==> config.mk <==
export PLATFORM = sky130hd
export DESIGN_NAME = serial_adder
export DESIGN_NICKNAME = d
export VERILOG_FILES = /design/src/rtl/serial_adder.sv
export SDC_FILE = /design/constraint.sdc
export NUM_CORES = 1
export LEC_CHECK = 0
export CORE_AREA = 2 2 53 55
export CTS_BUF_LIST = sky130_fd_sc_hd__clkbuf_8
export DETAILED_ROUTE_END_ITERATION = 16
export DIE_AREA = 0 0 55 57
export PLACE_DENSITY = 0.6
export SLEW_MARGIN = 15
export SYNTH_ARGS = -nofsm -noshare
export SYNTH_HDL_FRONTEND = slang
export SYNTH_SLANG_ARGS = --single-unit
export TNS_END_PERCENT = 1
==> constraint.sdc <==
create_clock -name clk -period 1.3 [get_ports clk]
set_input_delay 0.26 -clock clk [delete_from_list [all_inputs] [get_ports clk]]
set_output_delay 0.26 -clock clk [all_outputs]
set_load 0.1 [all_outputs]
==> src/rtl/serial_adder.sv <==
// Bit-serial unsigned adder: one full-adder step per cycle, LSB first, result on done.
// Optional signed-overflow output ovf is enabled by defining SERIAL_ADDER_OVERFLOW_EN.
module serial_adder #(
    parameter int WIDTH = 4
) (
    input  logic             clk,
    input  logic             rst_n,
    input  logic             start,
    input  logic [WIDTH-1:0] a,
    input  logic [WIDTH-1:0] b,
    output logic             busy,
    output logic             done,
    output logic [WIDTH:0]   soma
`ifdef SERIAL_ADDER_OVERFLOW_EN
    ,
    output logic             ovf
`endif
);

    localparam int CW = $clog2(WIDTH);

    typedef enum logic [1:0] {
        IDLE = 2'd0,
        ADD  = 2'd1,
        DONE = 2'd2
    } state_t;

    state_t           r_state;
    state_t           w_next;
    logic [WIDTH-1:0] r_a;
    logic [WIDTH-1:0] r_b;
    logic [WIDTH-1:0] r_sum;
    logic             r_carry;
    logic [CW-1:0]    r_cnt;
    logic [WIDTH:0]   r_soma;

    logic w_sumBit;
    logic w_carryNext;
    logic w_lastBit;
    logic w_accept;

    assign w_sumBit    = r_a[0] ^ r_b[0] ^ r_carry;
    assign w_carryNext = (r_a[0] & r_b[0]) | (r_carry & (r_a[0] ^ r_b[0]));
    assign w_lastBit   = (r_cnt == CW'(WIDTH - 1));
    assign w_accept    = start && (r_state != ADD);

    assign busy = (r_state == ADD);
    assign done = (r_state == DONE);
    assign soma = r_soma;

    always_ff @(posedge clk or negedge rst_n) begin
        if (!rst_n) begin
            r_state <= IDLE;
        end else begin
            r_state <= w_next;
        end
    end

    always_comb begin
        w_next = r_state;
        case (r_state)
            IDLE:    if (start) w_next = ADD;
            ADD:     if (w_lastBit) w_next = DONE;
            DONE:    w_next = start ? ADD : IDLE;
            default: w_next = IDLE;
        endcase
    end

    // Operands shift right so bit 0 is always the bit being added; sum bits enter from the top.
    always_ff @(posedge clk or negedge rst_n) begin
        if (!rst_n) begin
            r_a     <= '0;
            r_b     <= '0;
            r_sum   <= '0;
            r_carry <= 1'b0;
            r_cnt   <= '0;
            r_soma  <= '0;
        end else if (w_accept) begin
            r_a     <= a;
            r_b     <= b;
            r_sum   <= '0;
            r_carry <= 1'b0;
            r_cnt   <= '0;
        end else if (r_state == ADD) begin
            r_a     <= {1'b0, r_a[WIDTH-1:1]};
            r_b     <= {1'b0, r_b[WIDTH-1:1]};
            r_sum   <= {w_sumBit, r_sum[WIDTH-1:1]};
            r_carry <= w_carryNext;
            r_cnt   <= r_cnt + CW'(1);
            if (w_lastBit) begin
                r_soma <= {w_carryNext, w_sumBit, r_sum[WIDTH-1:1]};
            end
        end
    end

`ifdef SERIAL_ADDER_OVERFLOW_EN
    logic r_ovf;

    // On the MSB step r_carry is the carry into the MSB.
    always_ff @(posedge clk or negedge rst_n) begin
        if (!rst_n) begin
            r_ovf <= 1'b0;
        end else if (!w_accept && (r_state == ADD) && w_lastBit) begin
            r_ovf <= r_carry ^ w_carryNext;
        end
    end

    assign ovf = r_ovf;
`endif

endmodule

==> flow_metrics.py <==
metrics = {
    "finish": {
        "most-common-layout-cells": "20 x dfrtp_1, 18 x mux2_2, 12 x buf_4",
        "area.growth.synth_to_final_pct": 45.5,
        "final_common_cell": "dfrtp_1",
        "diodes": 0,
        "final_area_mm2": 0.00141,
        "nets": 113,
        "layout-drive-gt1-share_pct": 53.5,
    },
    "job": {
        "drv_cap": 0,
    },
    "logic_synthesis": {
        "synth_fa_ha_area_share_pct": 3.37,
        "yosys.area_share.simple_pct": 7.38,
        "yosysWarnings": 0,
        "synth_nets": 79,
        "syn_area_um2": 966,
        "synth-xor-area-share_pct": 0,
        "synth.distinct_cells": 16,
        "yosysSeqAreaShare_pct": 54.4,
        "synth_area_leaders": "dfrtp_1 54%, mux2_2 23%, and2b_1 3.9%",
        "synth_compound_gate_area_share_pct": 0.648,
        "syn_area_per_cell_um2": 14.6,
        "syn_inst": 66,
        "ys_ff_latch": 21,
        "synth_top_area_share_pct": 54.4,
        "yosys.area.top_type": "dfrtp_1",
        "synth_top_family_by_area": "multiplexers",
        "muxShareOfSynthArea_pct": 29.5,
    },
    "timing": {
        "fin_skew_ns": 0.00607,
        "tns_ns": -0.0489,
        "slew_headroom_pct": 81.0,
        "rsz0062_at_grt": "yes",
        "hold_viol": 0,
        "slew_viol_final": 0,
        "tightest_slew_ns": 0.284,
        "setup_violations": 2,
        "finalCritPeriodShare_pct": 103,
        "fmax_mhz": 748,
        "fin_ws_ns": -0.0364,
        "fin_crit_ns": 1.34,
    },
    "status": {
        "status": "complete, but fails checks",
        "violations": "setup timing",
    },
    "placed_design": {
        "hpwlAfterDp_um": 1150,
        "gp_congestion": 0.669,
        "dpl_cell_area_mm2": 0.00128,
        "port_buffers": 17,
    },
    "die": {
        "dieArea_mm2": 0.00314,
        "rows": 19,
        "ioPinCount": 18,
        "start_util_pct": 36.9,
        "coreArea_mm2": 0.00262,
        "die_h_um": 57,
        "die_w_um": 55,
    },
    "worst_setup_path": {
        "rr_startpoint": "r_carry",
        "cp.arrival_ns": 1.08,
        "crit_path_end_kind": "primary output",
        "r2r_setup_slack_ns": 0.03,
        "r2r_cells": 2,
        "cp_cell_sequence": "nand2b_4, clkinvlp_4, buf_12",
        "path_max_fanout": 3,
        "reg2reg_to": "soma[3]",
        "crit_slowest_cell": "dfrtp_2",
        "path_class": "flip-flop to primary output",
        "crit_end": "busy",
        "cp_data_required_time_ns": 1.04,
        "critical-path-max-stage-delay_ns": 0.44,
        "start_kind": "flip-flop",
        "cp-startpoint": "r_state[0]",
    },
    "global_route": {
        "grt_pass1_wl_um": 2680,
        "antenna_found_initial": 0,
        "grt_max_degree": 22,
        "grt_usage_pct": 11.8,
        "first_global_vias": 622,
        "grt_overflow_total": 0,
    },
    "drt": {
        "avgRoutedWirePerCell_um": 12.5,
        "drt_iter0_markers": 0,
        "vias": 589,
        "wirelength_um": 1620,
        "drcViolationCount": 0,
        "first_pass_iters": 1,
        "antenna_left": 0,
        "vias_per_cell": 4.53,
    },
    "cts": {
        "clk_latency_ns": 0.26,
        "path_clk_slew_ns": 0.08,
        "clk_path_buf_depth": 2,
        "cts_tree": "yes",
        "clock_sinks": 21,
        "htree_levels": 1,
        "root_buffer": "clkbuf_8",
        "cts_made_buffers": 3,
    },
    "power": {
        "pwr-share-seq_pct": 30.5,
        "switching_power_uw": 1530,
        "swShare_pct": 40.4,
        "p_per_area_mw_per_mm2": 2690,
        "p_clk_share_pct": 11.2,
        "intPower_uw": 2250,
        "ir_drop_v": 0.00180,
        "p_leak_uw": 0.000680,
        "combPwrFrac_pct": 58.3,
    },
    "worst_hold_path": {
        "holdCritPathClass": "primary input to async pin",
    },
}
==> final cells by class <==
cell class	instances	area (µm²)
clock buffers	3	41.3
clock inverters	1	5.00
fillers	232	1210
inverters	3	15.0
multi-input cells	39	415
flip-flops and latches	21	527
well taps	31	38.8
repair buffers	32	363
==> repair_timing <==
action | 4_1_cts | 5_1_grt
pin swaps | 1 | 3
setup endpoints to repair | 14 | 9
hold buffers | 0 | 0
setup buffers | 5 | 1
gates resized for setup | 5 | 4
==> cells in the mapped netlist (all sizes together) <==
cell type	instances
nand2b	2
and2b	5
dfrtp	21
o22ai	1
fa	1
mux2i	3
buf	3
nor2b	1
nand3b	1
ha	1
nor2	2
inv	3
mux2	22
==> worst max-delay path, delay by kind of cell, from the launching register on <==
family / cells / cell delay [ns]
buffers and inverters: 2 / 0.28
flip-flops: 1 / 0.44
AND/OR/NAND/NOR: 1 / 0.09
==> logic make-up after synthesis <==
family | after synthesis
flops | 21
mux | 25
simple gates | 11
buf+inv | 6
compound gates | 1
fa+ha+maj | 2
==> how the worst min path moves through the flow <==
stage / end / slack, ns / depth (start not counted)
global route: r_sum[2] / 0.36 / 2
floorplan: r_a[0] / -0.04 / 0
detailed placement: r_b[0] / 0.49 / 1
global placement: r_b[0] / 0.48 / 1
CTS: soma[1] / 0.35 / 2
finish: soma[1] / 0.34 / 2
==> metrics by stage <==
step,util (%),hold WS [ns],instances,setup WS (ns),power (µW)
6_report,53.7,0.341,130,-0.0364,3780
5_1_grt,53.7,0.361,130,-0.0814,4010
4_1_cts,52.9,0.348,129,-0.0429,3760
3_5_place_dp,49.1,0.492,120,-0.317,3180
3_3_place_gp,49.1,0.484,120,-0.298,3150
2_1_floorplan,-,-0.0356,66,-0.166,2490
==> routing by layer <==
| metal | vias up | share of wire [%] | global-route usage (%) |
|---|---|---|---|
| li1 | 288 | - | - |
| met1 | 288 | 46 | 16.0 |
| met2 | 13 | 49 | 18.5 |
| met3 | 0 | 4.1 | 2.36 |
| met4 | 0 | 0 | 4.18 |
| met5 | - | 0 | 0 |
==> sequential cells by signal, indices dropped and copies added, names as in the netlist <==
signal   cells
soma         5
r_a          4
r_b          4
r_sum        3
r_cnt        2
r_state      2
r_carry      1
==> power by group through the flow <==
stage	sequential, µW	combinational [µW]	clock [µW]
2_1_floorplan	1570	913	0
3_3_place_gp	1150	2010	0
3_5_place_dp	1160	2030	0
4_1_cts	1150	2160	444
5_1_grt	1190	2340	467
6_report	1150	2200	424
Power figures use the tool's default switching activity.
